File: src/rtl/wavegen_seq_core.sv
// wavegen_seq_core: prefetches 128-bit ramp instructions into a small FIFO and
// plays each one out as a linear ramp on an AXI-stream port, with looping and stop/flush.
module wavegen_seq_core #(
    parameter int ADDR_W     = 33,
    parameter int ADDR_STEP  = 16,
    parameter int DATA_W     = 32,
    parameter int FIFO_DEPTH = 4
) (
    input  logic              clk,
    input  logic              rst,
    input  logic              start,
    input  logic              stop,
    input  logic              loop_en,
    input  logic [ADDR_W-1:0] start_addr,
    output logic              cpu_read_valid,
    output logic [ADDR_W-1:0] cpu_read_addr,
    input  logic [127:0]      cpu_read_data,
    input  logic              cpu_read_ack,
    output logic [DATA_W-1:0] axis_data,
    output logic              axis_valid,
    output logic              axis_last,
    input  logic              axis_ready,
    output logic              busy,
    output logic              done,
    output logic [15:0]       seg_count
);
    localparam int PTR_W   = (FIFO_DEPTH > 1) ? $clog2(FIFO_DEPTH) : 1;
    localparam int CNT_W   = PTR_W + 1;
    localparam int INSTR_W = 97;

    localparam logic [1:0] ST_IDLE  = 2'd0;
    localparam logic [1:0] ST_RUN   = 2'd1;
    localparam logic [1:0] ST_FLUSH = 2'd2;

    logic [1:0]          state;
    logic                loop_q;
    logic [ADDR_W-1:0]   start_addr_q;
    logic                fetch_halt;

    logic [INSTR_W-1:0]  fifo_mem [FIFO_DEPTH];
    logic [PTR_W-1:0]    wr_ptr;
    logic [PTR_W-1:0]    rd_ptr;
    logic [CNT_W-1:0]    fifo_count;

    logic signed [31:0]  acc;
    logic signed [31:0]  step_q;
    logic [31:0]         remaining;
    logic                end_q;

    logic [INSTR_W-1:0]  head;
    logic [31:0]         head_n;
    logic                head_end;
    logic                run_ok;
    logic                push;
    logic                issue;
    logic                load;
    logic                zero_len;
    logic                beat;
    logic                seg_end;
    logic                seg_is_end;
    logic                prog_done;
    logic                unused_bits;

    // The active segment keeps its FIFO slot until it finishes, so the
    // prefetch depth counts it; pop therefore happens at segment completion.
    assign head       = fifo_mem[rd_ptr];
    assign head_n     = head[95:64];
    assign head_end   = head[96];
    assign run_ok     = (state == ST_RUN) && !stop;
    assign push       = run_ok && cpu_read_valid && cpu_read_ack;
    assign issue      = run_ok && !cpu_read_valid && !fetch_halt &&
                        (fifo_count < CNT_W'(FIFO_DEPTH));
    assign load       = run_ok && !axis_valid && (fifo_count != '0);
    assign zero_len   = (head_n == 32'd0);
    assign beat       = run_ok && axis_valid && axis_ready;
    assign seg_end    = (beat && axis_last) || (load && zero_len);
    assign seg_is_end = load ? head_end : end_q;
    assign prog_done  = seg_end && seg_is_end && !loop_q;

    assign axis_data   = acc[DATA_W-1:0];
    assign busy        = (state != ST_IDLE);
    assign unused_bits = ^{cpu_read_data[127:97], acc};

    // control FSM
    always_ff @(posedge clk or negedge rst) begin
        if (!rst) begin
            state        <= ST_IDLE;
            loop_q       <= 1'b0;
            start_addr_q <= '0;
            done         <= 1'b0;
            seg_count    <= '0;
        end else begin
            done <= 1'b0;
            case (state)
                ST_IDLE: begin
                    if (start && !stop) begin
                        state        <= ST_RUN;
                        loop_q       <= loop_en;
                        start_addr_q <= start_addr;
                        seg_count    <= '0;
                    end
                end
                ST_RUN: begin
                    if (stop) begin
                        state <= ST_FLUSH;
                    end else begin
                        if (seg_end) seg_count <= seg_count + 16'd1;
                        if (prog_done) begin
                            state <= ST_IDLE;
                            done  <= 1'b1;
                        end
                    end
                end
                default: state <= ST_IDLE;
            endcase
        end
    end

    // fetch stage
    always_ff @(posedge clk or negedge rst) begin
        if (!rst) begin
            cpu_read_valid <= 1'b0;
            cpu_read_addr  <= '0;
            fetch_halt     <= 1'b0;
        end else if (state == ST_IDLE) begin
            cpu_read_valid <= 1'b0;
            if (start && !stop) begin
                cpu_read_addr <= start_addr;
                fetch_halt    <= 1'b0;
            end
        end else if (!run_ok || prog_done) begin
            cpu_read_valid <= 1'b0;
        end else if (push) begin
            cpu_read_valid <= 1'b0;
            if (cpu_read_data[96] && loop_q) cpu_read_addr <= start_addr_q;
            else cpu_read_addr <= cpu_read_addr + ADDR_W'(ADDR_STEP);
            if (cpu_read_data[96] && !loop_q) fetch_halt <= 1'b1;
        end else if (issue) begin
            cpu_read_valid <= 1'b1;
        end
    end

    always_ff @(posedge clk) begin
        if (push) fifo_mem[wr_ptr] <= cpu_read_data[INSTR_W-1:0];
    end

    always_ff @(posedge clk or negedge rst) begin
        if (!rst) begin
            wr_ptr     <= '0;
            rd_ptr     <= '0;
            fifo_count <= '0;
        end else if (!run_ok || prog_done) begin
            wr_ptr     <= '0;
            rd_ptr     <= '0;
            fifo_count <= '0;
        end else begin
            if (push) wr_ptr <= wr_ptr + PTR_W'(1);
            if (seg_end) rd_ptr <= rd_ptr + PTR_W'(1);
            fifo_count <= fifo_count + CNT_W'(push) - CNT_W'(seg_end);
        end
    end

    // execute stage
    always_ff @(posedge clk or negedge rst) begin
        if (!rst) begin
            axis_valid <= 1'b0;
            axis_last  <= 1'b0;
            acc        <= '0;
            step_q     <= '0;
            remaining  <= '0;
            end_q      <= 1'b0;
        end else if (!run_ok) begin
            axis_valid <= 1'b0;
            axis_last  <= 1'b0;
        end else if (load) begin
            acc        <= $signed(head[31:0]);
            step_q     <= $signed(head[63:32]);
            remaining  <= head_n;
            end_q      <= head_end;
            axis_valid <= !zero_len;
            axis_last  <= (head_n == 32'd1);
        end else if (beat) begin
            acc       <= acc + step_q;
            remaining <= remaining - 32'd1;
            if (axis_last) begin
                axis_valid <= 1'b0;
                axis_last  <= 1'b0;
            end else begin
                axis_last <= (remaining == 32'd2);
            end
        end
    end

endmodule

File: config.mk
export PLATFORM = sky130hd
export DESIGN_NAME = wavegen_seq_core
export DESIGN_NICKNAME = d
export VERILOG_FILES = /design/src/rtl/wavegen_seq_core.sv
export SDC_FILE = /design/constraint.sdc
export NUM_CORES = 1
export LEC_CHECK = 0
export CAP_MARGIN = 0
export CELL_PAD_IN_SITES_DETAIL_PLACEMENT = 1
export CELL_PAD_IN_SITES_GLOBAL_PLACEMENT = 2
export CORE_ASPECT_RATIO = 1.5
export CORE_MARGIN = 2
export CORE_UTILIZATION = 36
export CTS_CLUSTER_SIZE = 12
export DETAILED_ROUTE_END_ITERATION = 16
export PLACE_DENSITY_LB_ADDON = 0.1
export SLEW_MARGIN = 20
export SYNTH_ARGS = -nofsm -noshare
export SYNTH_HDL_FRONTEND = slang
export SYNTH_SLANG_ARGS = --single-unit
File: constraint.sdc
create_clock -name clk -period 3.7 [get_ports clk]
set_input_delay 0.37 -clock clk [delete_from_list [all_inputs] [get_ports clk]]
set_output_delay 0.37 -clock clk [all_outputs]
set_load 0.02 [all_outputs]
# After elaboration in Yosys (flattened, before gate mapping)
# Memories as Yosys holds them, arrays and structs flattened.
# Cells that the tools add are included.
[totals]
mem_count = 1
out_inout_bits = 86
ramBits = 388
regBits = 194
in_bits = 168
word_cells = 127
[classes]
eq_ne = 10
reduce_logical = 45
n_lt_le_gt_ge = 1
mux = 45
n_addsub = 8
[mem_list]
columns = ["name", "words", "word_bits", "read_ports", "rd_ports_with_merged_regs", "wr", "line", "text"]
rows = [
  ["fifo_mem", 4, 97, 1, 0, 1, "40", "logic [INSTR_W-1:0] fifo_mem [FIFO_DEPTH];"],
]
[op_table]
columns = ["cell", "n"]
rows = [
  ["2-to-1 mux 33 bit", 5],
  ["2-to-1 mux 32 bit", 4],
  ["2-to-1 mux 16 bit", 3],
  ["adder 33 x 5 -> 33 bit (second input constant)", 1],
  ["adder 32 bit", 1],
  ["== test 32 x 1 -> 1 bit (second input constant)", 1],
  ["== test 32 x 2 -> 1 bit (second input constant)", 1],
  ["zero test 32 bit", 1],
  ["one-hot mux 16 bit (2 select lines)", 1],
  ["subtractor 32 x 1 -> 32 bit (second input constant)", 1],
  ["2-to-1 mux 1 bit", 23],
  ["logical AND 1 bit", 17],
  ["adder 16 x 1 -> 16 bit (second input constant)", 1],
  ["2-to-1 mux 2 bit", 7],
  ["nonzero test 2 bit", 7],
  ["AND reduction 2 bit", 5],
  ["inequality test 2 bit (second input constant)", 4],
  ["AND reduction 4 bit", 2],
  ["zero test 1 bit", 7],
  ["adder 2 x 1 -> 2 bit (second input constant)", 2],
  ["one-hot mux 2 bit (2 select lines)", 1],
  ["nonzero test 4 bit", 1],
  ["adder 3 x 1 -> 3 bit", 1],
  ["less-than comparator 3 bit (second input constant)", 1],
  ["other kinds (10)", 11],
]

# Depth between registers and ports, before layout
[logic_depth]
ltp_word = 11
depth_mapped = 16
ltp_nobuf = 13

# Worst setup path before layout
# No wires, ideal clock.
[synth_path]
path_kind = "register to register"
startpoint = "reg state[1]"
endpoint = "mem fifo_mem[0][0], enable pin"
n_path_buf = 0
setup_ps = 467
setup_slack_ps = 124
synth_period_minus_slack_ps = 3576
required_ps = 3233
arrival_ps = 3109
path_stages_with_launch = 5
cell_sequence = "dfrtp_1 > nor2b_1 > nand2b_1 > nor2_1 > and2_1"
[synth_via]
elab_chain_cells = 6
[synth_lines]
columns = ["item", "line", "text"]
rows = [
  ["start, declared", "35", "logic [1:0] state;"],
  ["start signal, assigned", "87", "state <= ST_IDLE;"],
  ["start signal, assigned", "97", "state <= ST_RUN;"],
  ["start signal, assigned", "105", "state <= ST_FLUSH;"],
  ["== test 2 x 1 -> 1 bit", "69", "assign run_ok = (state == ST_RUN) && !stop;"],
  ["logical AND 1 bit", "69", ""],
  ["logical AND 1 bit (2 in series)", "70", "assign push = run_ok && cpu_read_valid && cpu_read_ack;"],
  ["2-to-1 mux 1 bit", "144", "if (push) fifo_mem[wr_ptr] <= cpu_read_data[INSTR_W-1:0];"],
  ["2-to-1 mux 1 bit (implied by the code)", "144", ""],
  ["end, declared", "40", ""],
]
# No other way between the ends.

# Worst setup path in the final report
[layout_path]
startpoint = "reg rd_ptr[0]"
endpoint = "reg fifo_count[2]"
[layout_via]
elab_chain_cells = 8
elab_cells_between_ends = 10
cone_classes = "add/sub: 1; mux: 2; reduce/logical: 6; memory: 1"
[layout_lines]
columns = ["item", "line", "text"]
rows = [
  ["start, declared", "42", "logic [PTR_W-1:0] rd_ptr;"],
  ["start signal, assigned", "158", "if (seg_end) rd_ptr <= rd_ptr + PTR_W'(1);"],
  ["memory read (4 x 97 bit) (*)", "-", ""],
  ["parallel branches: the longest is 6 deep, another holds subtractor 3 x 1 -> 3 bit", "-", ""],
  ["2-to-1 mux 3 bit (*)", "152", "end else if (!run_ok || prog_done) begin"],
  ["end signal, assigned", "159", "fifo_count <= fifo_count + CNT_W'(push) - CNT_W'(seg_end);"],
  ["end, declared", "43", "logic [CNT_W-1:0] fifo_count;"],
]
# Mark *: on every way between the ends.
# A chain may end at the register's enable or synchronous reset.

==> results.sh <==
export IMPL_outcome="finished clean"
export IMPL_cts_sinks=582
export IMPL_final_max_slew_viol_count=0
export IMPL_synth_seq_cells=582
export IMPL_synth_nets=2013
export IMPL_worstSetupPathType="register to register"
export IMPL_maxUsedRoutingLayer="met5"
export IMPL_cp_start_kind="register"
export IMPL_die_w_um=218
export IMPL_die_y_um=326
export IMPL_drc=0
export IMPL_drt_iter0_markers=923
export IMPL_synth_top_area_cell="edfxtp_1"
export IMPL_hold_ws_ps=295
export IMPL_clkPwrFrac_pct=39.9
export IMPL_power_leakage_nw=11.3
export IMPL_max_stage_delay_ps=510
export IMPL_rr_startpoint="rd_ptr[0]"
export IMPL_wire_per_inst_um=23.1
export IMPL_ys_seq_area_share_pct=66.4
export IMPL_via_per_inst=5.25
export IMPL_fmax_ghz=0.277
export IMPL_rrSetupSlack_ps=90
export IMPL_share_seq_of_total_power_pct=50.2
export IMPL_io_buffers=222
export IMPL_power_switching_w=0.00363
export IMPL_critical_path_top_delay_family="adder cells"
export IMPL_rows=118
export IMPL_wl_met1_mm=27.4
export IMPL_antenna_found_initial=6
export IMPL_grt_max_degree=88
export IMPL_routabilityCongestion=0.781
export IMPL_worstSetupStartpoint="rd_ptr[0]"
export IMPL_yosysMostFrequentCell="edfxtp_1"
export IMPL_met2_length_mm=37.5
export IMPL_grt_pass1_vias=17700
export IMPL_htree_levels=2
export IMPL_clock_path_buffers=3
export IMPL_fin_tns_setup_ps=0
export IMPL_fin_skew_ps=15.0
export IMPL_ys_types=70
export IMPL_ctsRootBufferMaster="clkbuf_16"
export IMPL_synth_edff_count=388
export IMPL_final_cell_count_no_fill=3033
export IMPL_ys_warn_count=0
export IMPL_dp_hpwl_mm=46.4
export IMPL_grt_pass1_wl_mm=108
export IMPL_layout_drive_gt1_share_pct=13.9
export IMPL_yosysTopAreaCellShare_pct=46.9
export IMPL_crit_fanout=4
export IMPL_multiInputGateArea_mm2=0.00795
export IMPL_final_nets=2294
export IMPL_arrival_ps=4150
export IMPL_finalCritPeriodShare_pct=97.5
export IMPL_ys_async_sr_fraction_pct=33.3
export IMPL_cap_violations=0
export IMPL_end_kind="register"
export IMPL_grt_overflow_total=0
export IMPL_netlist_area_mm2=0.0248
export IMPL_dieArea_mm2=0.0712
export IMPL_synth_cells=1802
export IMPL_synthTopCellsByArea="edfxtp_1, dfrtp_1, mux4_2, nand2_1, a21oi_1"
export IMPL_slowest_stage="dfrtp_4"
export IMPL_slew_headroom_pct=35.4
export IMPL_finalHoldViolCount=0
export IMPL_internal_power_w=0.0112
export IMPL_clk_latency_ps=650
export IMPL_dp_cells=2915
export IMPL_rsz0062_at_grt="yes"
export IMPL_path_clk_slew_ps=70
export IMPL_period_needed_ps=3610
export IMPL_power_share_switching_pct=24.4
export IMPL_vdd_drop_max_mv=0.428
export IMPL_start_util_pct=36.2
export IMPL_finalPower_w=0.0149
export IMPL_worst_pin_slew_ps=968
export IMPL_cp_required_ps=4240
export IMPL_n_fill_cell=6953
export IMPL_comb_power_share_pct=9.9
export IMPL_hp_start="start_addr[20]"
export IMPL_area_growth_pct=23.7
export IMPL_crit_chain="buf_12, buf_6, buf_4, mux4_2, nor4_2, nand4_1, buf_6, nor3_4, a22o_1, ha_1, inv_1, ha_2, inv_1, fa_2, xor2_1, xnor2_1, nor2_1"
export IMPL_core_mm2=0.0687
export IMPL_dr_pass1_iters=5
export IMPL_drtAntennaViolNets=0
export IMPL_place_area_mm2=0.0286
export IMPL_dr_wl_met3_mm=3.13
export IMPL_cp_num_buf_inv=6
export IMPL_tritoncts="yes"
export IMPL_track_usage_pct=20.1
export IMPL_num_vias=15900
export IMPL_p_per_area_mw_per_mm2=484
export IMPL_synthFlopType="edfxtp_1"
export IMPL_routed_wl_mm=70.1
export IMPL_numCtsBuffers=60
export IMPL_ios=254
export IMPL_syn_avg_cell_area_um2=13.8
export IMPL_diodes=0
export IMPL_hp_class="input pin to register"
export IMPL_finalSetupViolations=0
export IMPL_regArea_mm2=0.0165
export IMPL_synthTopCellsByCount="edfxtp_1, nand2_1, dfrtp_1, nor2_1, a21oi_1"
export IMPL_design_area_mm2=0.0307
-- per-layer routing --
layer	vias to the layer above	global-route usage, %
met3	107	3.82
met1	8193	23.4
met2	291	37.2
li1	7320	-
met5	-	0
met4	10	5.86
-- timing repair --
item                                    4_1_cts  5_1_grt
buffers inserted                              5        0
hold buffers                                  1        0
endpoints found under the setup margin        1        8
pin swaps                                     3        2
cloned                                        1        0
gates resized for setup                      12        7
endpoints found under the hold margin        84        0
-- layout make-up --
class                   count  share of cell area, %
clock inverters            22                  0.774
repair buffers            307                   10.2
inverters                  27                  0.330
multi-input cells        1105                   25.9
clock buffers              90                   5.38
well taps                 900                   3.67
flip-flops and latches    582                   53.7
-- power groups by stage --
| stage | Sequential [W] | Clock (W) | Combinational [W] |
|---|---|---|---|
| 2_1_floorplan | 0.00770 | 0 | 0.000556 |
| 3_3_place_gp | 0.00757 | 0 | 0.00145 |
| 3_5_place_dp | 0.00759 | 0 | 0.00149 |
| 4_1_cts | 0.00745 | 0.00615 | 0.00150 |
| 5_1_grt | 0.00749 | 0.00635 | 0.00162 |
| 6_report | 0.00745 | 0.00594 | 0.00147 |
-- placed cells by master, fill, tap and decap left out, types with 18 or more instances in the layout --
cell type | Yosys | final
clkbuf_1 | 58 | 26
ha_1 | 41 | 40
inv_1 | 26 | 26
buf_4 | 5 | 59
clkbuf_16 | 0 | 60
nand3_1 | 42 | 41
xor2_1 | 39 | 39
a211oi_1 | 27 | 27
mux4_2 | 97 | 97
edfxtp_1 | 388 | 388
a21oi_1 | 110 | 109
o211ai_1 | 18 | 18
nand2_1 | 309 | 309
clkdlybuf4s50_1 | 0 | 221
o21ai_0 | 48 | 48
o21ai_1 | 19 | 19
buf_12 | 0 | 19
nor2_1 | 120 | 119
xnor2_1 | 27 | 27
dfrtp_1 | 194 | 192
-- sequential cells by signal, summed over array words and instances, names as in the netlist --
| register | flops |
|---|---|
| axis_data | 32 |
| axis_last | 1 |
| axis_valid | 1 |
| cpu_read_addr | 33 |
| cpu_read_valid | 1 |
| done | 1 |
| end_q | 1 |
| fetch_halt | 1 |
| fifo_count | 3 |
| fifo_mem | 388 |
| loop_q | 1 |
| rd_ptr | 2 |
| remaining | 32 |
| seg_count | 16 |
| start_addr_q | 33 |
| state | 2 |
| step_q | 32 |
| wr_ptr | 2 |
-- cell families (layout without fill, tap and decap cells) --
| logic type | count (synthesis) | in the layout | synth area share, % |
|---|---|---|---|
| buffers and inverters | 115 | 446 | 2.02 |
| multiplexers | 98 | 98 | 8.84 |
| adder cells (fa/ha/maj) | 43 | 43 | 2.23 |
| XOR/XNOR | 66 | 66 | 2.33 |
| AO/OA/AOI/OAI | 304 | 304 | 7.59 |
| AND/OR/NAND/NOR | 594 | 594 | 10.5 |
| flip-flops | 582 | 582 | 66.4 |
-- worst reg2reg max path, stage by stage (launching register included) --
cell and delay [ps]:
dfrtp_4 510, buf_12 150, buf_6 130, buf_4 130, mux4_2 450, nor4_2 270
nand4_1 170, buf_6 180, nor3_4 120, a22o_1 170, ha_1 240, inv_1 70
ha_2 160, inv_1 50, fa_2 340, xor2_1 170, xnor2_1 140, nor2_1 50
-- stage by stage --
step                worst slack, ps  util [%]
finish                         91.1      44.8
global route                   -103      44.8
CTS                            41.2      44.7
detailed placement            -56.0      41.7
global placement              -90.9      41.7
floorplan                       124         -
-- path summary, 6_finish.rpt --
path	end	depth (start not counted)
worst max-delay path	fifo_count[2]	17
worst max register to register	fifo_count[2]	17
min in group asynchronous	seg_count[14]	2
max in group asynchronous	axis_data[16]	3
worst min register to register	start_addr_q[6]	2
worst min-delay path	start_addr_q[20]	3
No activity file was read; power rests on OpenSTA's default activity.
